`src/rtl/datapath_mc_if.sv`:
```
// Controller/memory bundle for the multicycle datapath.
// Controller and memory sit on the master side; the datapath is the slave.
interface datapath_mc_if #(
  parameter int XLEN = 32
) ();
  logic            PCWrite;
  logic            AdrSrc;
  logic            IRWrite;
  logic            RegWrite;
  logic [1:0]      ResultSrc;
  logic [1:0]      ALUSrcA;
  logic [1:0]      ALUSrcB;
  logic [2:0]      ImmSrc;
  logic [2:0]      ALUControl;
  logic            MemReady;
  logic [XLEN-1:0] ReadData;
  logic [XLEN-1:0] Adr;
  logic [XLEN-1:0] WriteData;
  logic [31:0]     Instr;
  logic            Zero;

  modport master (
    output PCWrite, AdrSrc, IRWrite, RegWrite,
    output ResultSrc, ALUSrcA, ALUSrcB,
    output ImmSrc, ALUControl,
    output MemReady, ReadData,
    input  Adr, WriteData, Instr, Zero
  );

  modport slave (
    input  PCWrite, AdrSrc, IRWrite, RegWrite,
    input  ResultSrc, ALUSrcA, ALUSrcB,
    input  ImmSrc, ALUControl,
    input  MemReady, ReadData,
    output Adr, WriteData, Instr, Zero
  );
endinterface

```
`src/rtl/datapath_mc.sv`:
```
// Multicycle RV32I-style datapath with one shared memory port.
// All sequencing comes from an external controller via the bus.
module datapath_mc #(
  parameter int          XLEN     = 32,
  parameter logic [31:0] RESET_PC = 32'h0000_0000,
  parameter int          NREGS    = 32
) (
  input logic          clk,
  input logic          reset,
  datapath_mc_if.slave bus
);
  localparam int AW = (NREGS > 1) ? $clog2(NREGS) : 1;
  localparam logic [5:0] NR = 6'(NREGS);

  logic [XLEN-1:0] pc;
  logic [XLEN-1:0] old_pc;
  logic [31:0]     ir;
  logic [XLEN-1:0] data;
  logic [XLEN-1:0] a;
  logic [XLEN-1:0] b;
  logic [XLEN-1:0] alu_out;
  logic [XLEN-1:0] rf [NREGS];

  logic [4:0]      rs1;
  logic [4:0]      rs2;
  logic [4:0]      rd;
  logic            rs1_ok;
  logic            rs2_ok;
  logic            rd_ok;
  logic [XLEN-1:0] rd1;
  logic [XLEN-1:0] rd2;
  logic [XLEN-1:0] imm_ext;
  logic [XLEN-1:0] src_a;
  logic [XLEN-1:0] src_b;
  logic [XLEN-1:0] alu_result;
  logic [XLEN-1:0] result;
  logic            lt;

  assign rs1 = ir[19:15];
  assign rs2 = ir[24:20];
  assign rd  = ir[11:7];

  // x0 and indices beyond NREGS read as zero and never take writes
  assign rs1_ok = (rs1 != 5'd0) && ({1'b0, rs1} < NR);
  assign rs2_ok = (rs2 != 5'd0) && ({1'b0, rs2} < NR);
  assign rd_ok  = (rd  != 5'd0) && ({1'b0, rd}  < NR);

  assign rd1 = rs1_ok ? rf[rs1[AW-1:0]] : '0;
  assign rd2 = rs2_ok ? rf[rs2[AW-1:0]] : '0;

  always_comb begin
    imm_ext = '0;
    unique case (bus.ImmSrc)
      3'b000: imm_ext = {{(XLEN-12){ir[31]}}, ir[31:20]};
      3'b001: imm_ext = {{(XLEN-12){ir[31]}},
                         ir[31:25], ir[11:7]};
      3'b010: imm_ext = {{(XLEN-12){ir[31]}}, ir[7],
                         ir[30:25], ir[11:8], 1'b0};
      3'b011: imm_ext = {{(XLEN-20){ir[31]}}, ir[19:12],
                         ir[20], ir[30:21], 1'b0};
      3'b100: imm_ext = {{(XLEN-32){ir[31]}},
                         ir[31:12], 12'b0};
      default: imm_ext = '0;
    endcase
  end

  always_comb begin
    src_a = '0;
    unique case (bus.ALUSrcA)
      2'b00:   src_a = pc;
      2'b01:   src_a = old_pc;
      2'b10:   src_a = a;
      default: src_a = '0;
    endcase
  end

  always_comb begin
    src_b = '0;
    unique case (bus.ALUSrcB)
      2'b00:   src_b = b;
      2'b01:   src_b = imm_ext;
      2'b10:   src_b = XLEN'(4);
      default: src_b = '0;
    endcase
  end

  assign lt = $signed(src_a) < $signed(src_b);

  always_comb begin
    alu_result = '0;
    unique case (bus.ALUControl)
      3'b000:  alu_result = src_a + src_b;
      3'b001:  alu_result = src_a - src_b;
      3'b010:  alu_result = src_a & src_b;
      3'b011:  alu_result = src_a | src_b;
      3'b100:  alu_result = src_a ^ src_b;
      3'b101:  alu_result = {{(XLEN-1){1'b0}}, lt};
      default: alu_result = '0;
    endcase
  end

  always_comb begin
    result = alu_out;
    unique case (bus.ResultSrc)
      2'b00:   result = alu_out;
      2'b01:   result = data;
      2'b10:   result = alu_result;
      default: result = alu_out;
    endcase
  end

  assign bus.Adr       = bus.AdrSrc ? result : pc;
  assign bus.WriteData = b;
  assign bus.Instr     = ir;
  assign bus.Zero      = (alu_result == '0);

  always_ff @(posedge clk) begin
    if (reset) begin
      pc      <= XLEN'(RESET_PC);
      old_pc  <= XLEN'(RESET_PC);
      ir      <= '0;
      data    <= '0;
      a       <= '0;
      b       <= '0;
      alu_out <= '0;
    end else if (bus.MemReady) begin
      if (bus.PCWrite) pc <= result;
      if (bus.IRWrite) begin
        ir     <= bus.ReadData[31:0];
        old_pc <= pc;
      end
      data    <= bus.ReadData;
      a       <= rd1;
      b       <= rd2;
      alu_out <= alu_result;
    end
  end

  // no reset on the array; reads return the pre-write value
  always_ff @(posedge clk) begin
    if (!reset && bus.MemReady && bus.RegWrite && rd_ok)
      rf[rd[AW-1:0]] <= result;
  end
endmodule

```
`src/flat_wrapper.sv`:
```
// flat-port wrapper written by rule: the top's interface ports become plain ports
module datapath_mc_flat 
#(
  parameter int          XLEN     = 32,
  parameter logic [31:0] RESET_PC = 32'h0000_0000,
  parameter int          NREGS    = 32
)
  (clk, reset, bus_PCWrite, bus_AdrSrc, bus_IRWrite, bus_RegWrite, bus_ResultSrc, bus_ALUSrcA, bus_ALUSrcB, bus_ImmSrc, bus_ALUControl, bus_MemReady, bus_ReadData, bus_Adr, bus_WriteData, bus_Instr, bus_Zero);
  datapath_mc_if #(.XLEN(XLEN)) bus_i ();
  input logic clk;
  input logic reset;
  input wire logic [$bits(bus_i.PCWrite)-1:0] bus_PCWrite;
  input wire logic [$bits(bus_i.AdrSrc)-1:0] bus_AdrSrc;
  input wire logic [$bits(bus_i.IRWrite)-1:0] bus_IRWrite;
  input wire logic [$bits(bus_i.RegWrite)-1:0] bus_RegWrite;
  input wire logic [$bits(bus_i.ResultSrc)-1:0] bus_ResultSrc;
  input wire logic [$bits(bus_i.ALUSrcA)-1:0] bus_ALUSrcA;
  input wire logic [$bits(bus_i.ALUSrcB)-1:0] bus_ALUSrcB;
  input wire logic [$bits(bus_i.ImmSrc)-1:0] bus_ImmSrc;
  input wire logic [$bits(bus_i.ALUControl)-1:0] bus_ALUControl;
  input wire logic [$bits(bus_i.MemReady)-1:0] bus_MemReady;
  input wire logic [$bits(bus_i.ReadData)-1:0] bus_ReadData;
  output wire logic [$bits(bus_i.Adr)-1:0] bus_Adr;
  output wire logic [$bits(bus_i.WriteData)-1:0] bus_WriteData;
  output wire logic [$bits(bus_i.Instr)-1:0] bus_Instr;
  output wire logic [$bits(bus_i.Zero)-1:0] bus_Zero;
  assign bus_i.PCWrite = bus_PCWrite;
  assign bus_i.AdrSrc = bus_AdrSrc;
  assign bus_i.IRWrite = bus_IRWrite;
  assign bus_i.RegWrite = bus_RegWrite;
  assign bus_i.ResultSrc = bus_ResultSrc;
  assign bus_i.ALUSrcA = bus_ALUSrcA;
  assign bus_i.ALUSrcB = bus_ALUSrcB;
  assign bus_i.ImmSrc = bus_ImmSrc;
  assign bus_i.ALUControl = bus_ALUControl;
  assign bus_i.MemReady = bus_MemReady;
  assign bus_i.ReadData = bus_ReadData;
  assign bus_Adr = bus_i.Adr;
  assign bus_WriteData = bus_i.WriteData;
  assign bus_Instr = bus_i.Instr;
  assign bus_Zero = bus_i.Zero;
  datapath_mc #(.XLEN(XLEN), .RESET_PC(RESET_PC), .NREGS(NREGS)) u_core (.clk(clk), .reset(reset), .bus(bus_i));
endmodule
```
`config.mk`:
```
export PLATFORM = sky130hd
export DESIGN_NAME = datapath_mc_flat
export DESIGN_NICKNAME = d
export VERILOG_FILES = /design/src/rtl/datapath_mc_if.sv /design/src/rtl/datapath_mc.sv /design/src/flat_wrapper.sv
export SDC_FILE = /design/constraint.sdc
export NUM_CORES = 2
export LEC_CHECK = 0
export CAP_MARGIN = 20
export CELL_PAD_IN_SITES_DETAIL_PLACEMENT = 1
export CELL_PAD_IN_SITES_GLOBAL_PLACEMENT = 2
export CORE_MARGIN = 2
export CORE_UTILIZATION = 47
export CTS_BUF_LIST = sky130_fd_sc_hd__clkbuf_16
export CTS_CLUSTER_SIZE = 28
export DETAILED_ROUTE_END_ITERATION = 6
export HOLD_SLACK_MARGIN = 0.15
export PLACE_DENSITY_LB_ADDON = 0.1
export SYNTH_ARGS = -nofsm -noshare
export SYNTH_HDL_FRONTEND = slang
export SYNTH_SLANG_ARGS = --single-unit
```
`constraint.sdc`:
```
create_clock -name clk -period 11 [get_ports clk]
set_input_delay 2.2 -clock clk [delete_from_list [all_inputs] [get_ports clk]]
set_output_delay 2.2 -clock clk [all_outputs]
set_load 0.005 [all_outputs]
```
==> impl_metrics.ini <==
[yosys]
syn_area_um2 = 62860
yosys-top-cells-count = edfxtp_1 (1,024), mux4_2 (640), nand2_1 (339), nor2_1 (320), a21oi_1 (271)
synthTopCellsByArea = edfxtp_1 (49%), mux4_2 (23%), dfxtp_1 (7.5%)
yosysMostFrequentCell = edfxtp_1
syn_avg_cell_area_um2 = 15.12
synth_edf_count = 1024
synth_cell_types = 88
synth_top_area_cell = edfxtp_1
ys_ff_latch = 1258
synthDominantCellAreaShare_pct = 48.92
synthCells = 4156
yosysSeqAreaShare_pct = 56.37
synth_ff_type = edfxtp_1
ys_warn_count = 0
synth-async-reset-ratio_pct = 0

[global_routing]
grt_use_total_pct = 32.61
antenna_found_initial = 5
grt_pass1_vias = 41990
grt_pass1_wl_um = 313900
gr-total-overflow = 0
grt_max_degree = 106

[critical_path]
critPathBufInv = 4
cp-end-kind = primary output
path_cells = clkdlybuf4s50_1 > or3b_2 > o31ai_2 > ha_1 > inv_1 > fa_1 > a211oi_1 > o21ai_0 > a21oi_1 > o221ai_1 > xnor2_1 > a31oi_1 > o211ai_1 > nor4_1 > buf_4 > nand3_1 > nor4_1 > and4_1 > clkdlybuf4s50_1
crit_required_ps = 8800
cp_num_cells = 19
rr_endpoint = u_core.rf[12][19]$_DFFE_PP_
cp_top_family = compound AO/OA/AOI/OAI gates
r2r_setup_slack_ps = 5120
crit_type = input pin to primary output
crit_fanout = 6
slowest_stage = clkdlybuf4s50_1
cp-startpoint = bus_ALUSrcB[0]
critPathLaunchType = input pin
reg2reg_depth = 14
r2r-start = u_core.bus.Instr[24]$_SDFFE_PP0P_
crit_arrival_ps = 8440
cpPeakStageDelay_ps = 660

[die]
dieArea_um2 = 136700
die_h_um = 369.7
design.core.area_um2 = 133100
io_pins = 148
fp-row-count = 134
initial_core_util_pct = 47.22
dieWidth_um = 369.7

[cells_and_area]
layout-drive-gt1-share_pct = 25.31
nNetsFinal = 4479
utilization_pct = 53.58
areaGrowthSynthToFinish_pct = 13.47

[clock_tree]
post-cts-setup-buffers = 0
cts_tree = done
cts_repair_resize_count = 0
postCtsHoldBufs = 0
insertion_delay_ps = 790
root_buffer = clkbuf_16
htreeDepth = 4
cts.sinks = 1258
cts_made_buffers = 139
clk_pin_slew_worst_paths_ps = 60
cts_max_path_buffers = 3

[hold_path]
hold_start = u_core.old_pc[20]$_SDFFE_PP0P_
holdPathEnd = u_core.old_pc[20]$_SDFFE_PP0P_
min_path_cells = 2
min_path_type = register to register

[place]
place_congestion = 0.9552
port_buffers = 147
dpl.hpwl_um = 138200

[sta]
final_hold_viol_count = 0
period_minus_slack_ps = 10640
fin_skew_ps = 21.12
rsz0062_at_grt = no
slew_headroom_pct = 27.22
setup_violations = 0
min_period_over_period_pct = 96.70
setup_tns_ps = 0
worstMarginPinSlew_ps = 1092
maxSlewViolCount = 0
fmax_mhz = 94.02

[power]
ir_drop_mv = 0.1391
cellInternalPower_mw = 8.232
p_comb_share_pct = 11.3
p_sw_share_pct = 25.32
power.density_nw_per_um2 = 154.6
power_frac_seq_pct = 48.3
switchingPower_mw = 2.791
power.leakage_nw = 23.29
pwr-share-clk_pct = 40.4

[route]
drc_errors = 0
drt_iter0_markers = 4943
post_drt_wl_per_cell_um = 35.64
via_count = 41220
finalWirelength_um = 221300
postRouteAntennaNets = 0
routed_via_density = 6.638
first_pass_iters = 6

[status]
status = finished, final reports clean

[flow_run]
cap_violations = 0
==> area by class of cell <==
type | count | area, µm²
Clock buffer | 141 | 3528
Sequential cell | 1258 | 35470
Timing Repair Buffer | 308 | 2691
Fill cell | 12590 | 61800
Inverter | 115 | 432.9
Multi-Input combinational cell | 2504 | 26190
Antenna cell | 4 | 10.01
Tap cell | 1768 | 2212
Clock inverter | 111 | 783.3
==> worst register-to-register path: stages (launching register included) <==
cell and delay [ps]:
dfxtp_1 630, mux2i_1 190, o21a_1 280, ha_1 600, o2111ai_1 340, a2111oi_0 940
a311o_1 340, a21oi_1 130, o21bai_1 210, mux2_2 350, o22ai_1 400, a221o_1 230
o21ai_1 80, buf_4 210, inv_1 620
==> cell families (layout without fill, tap and decap cells) <==
kind of cell	count (synthesis)	after routing	synth area share (%)
AOI/OAI and AO/OA	670	670	6.700
xor gates and xnor gates	15	15	0.2090
adders and majority gates	102	102	2.054
buffers and inverters	425	675	2.713
DFF	1258	1258	56.37
muxes	830	830	26.04
other	1	36	0.005966
and+or+nand+nor	855	855	5.904
==> power groups by stage <==
stage,Clock (mW),Combinational [mW],Sequential (mW)
2_1_floorplan,0,0.764,5.38
3_3_place_gp,0,1.22,5.42
3_5_place_dp,0,1.23,5.42
4_1_cts,4.53,1.24,5.32
5_1_grt,4.69,1.32,5.33
6_report,4.46,1.24,5.32
==> metal layers <==
layer | routed length [µm] | part of all wire, % | global-route usage (%)
met5 | 25 | 0.011 | 0
met4 | 8763 | 4.0 | 11.89
met2 | 103700 | 47 | 51.15
met1 | 90610 | 41 | 45.85
met3 | 18210 | 8.2 | 5.923
==> through the flow <==
| step | setup slack, ps | std cells | cell area [µm²] | power (mW) | hold slack, ps |
|---|---|---|---|---|---|
| after floorplan | 1376 | 4187 | 62980 | 6.141 | 436.6 |
| after global placement | 417.3 | 5953 | 66990 | 6.644 | 444.1 |
| after detailed placement | 315.9 | 5953 | 66990 | 6.657 | 447.0 |
| after CTS | 283.9 | 6205 | 71300 | 11.09 | 454.8 |
| after global routing | 30.07 | 6205 | 71310 | 11.34 | 480.5 |
| final | 363.4 | 6209 | 71320 | 11.02 | 453.7 |
==> sequential cells by signal, indices dropped and copies added, names as in the netlist, named ones only <==
| name | cells |
|---|---|
| u_core.a | 32 |
| u_core.alu_out | 32 |
| u_core.bus.Instr | 32 |
| u_core.bus.WriteData | 32 |
| u_core.data | 32 |
| u_core.old_pc | 32 |
| u_core.pc | 32 |
| u_core.rf | 1024 |
==> cell usage in the layout (no fill, tap or decap), drive strengths merged, types with 9 or more instances in the layout <==
cell	instances
a211o	9
a211oi	43
a21o	32
a21oi	272
a22oi	17
a31oi	11
and3	9
buf	165
clkbuf	142
clkdlybuf4s50	142
clkinv	54
conb	32
dfxtp	234
edfxtp	1024
ha	100
inv	162
mux2	41
mux2i	149
mux4	640
nand2	339
nand2b	31
nand3	26
nand3b	11
nor2	320
nor2b	19
nor3	35
nor3b	9
nor4	15
o211ai	26
o21a	26
o21ai	126
o21bai	14
o31ai	10
or3	9
xnor2	13
==> worst max-delay path by stage <==
stage                       end  slack (ps)
floorplan           bus_Adr[18]        1380
global placement       bus_Zero         420
detailed placement     bus_Zero         320
CTS                    bus_Zero         280
global route           bus_Zero          30
finish                 bus_Zero         360
No activity file was read; power rests on OpenSTA's default activity.
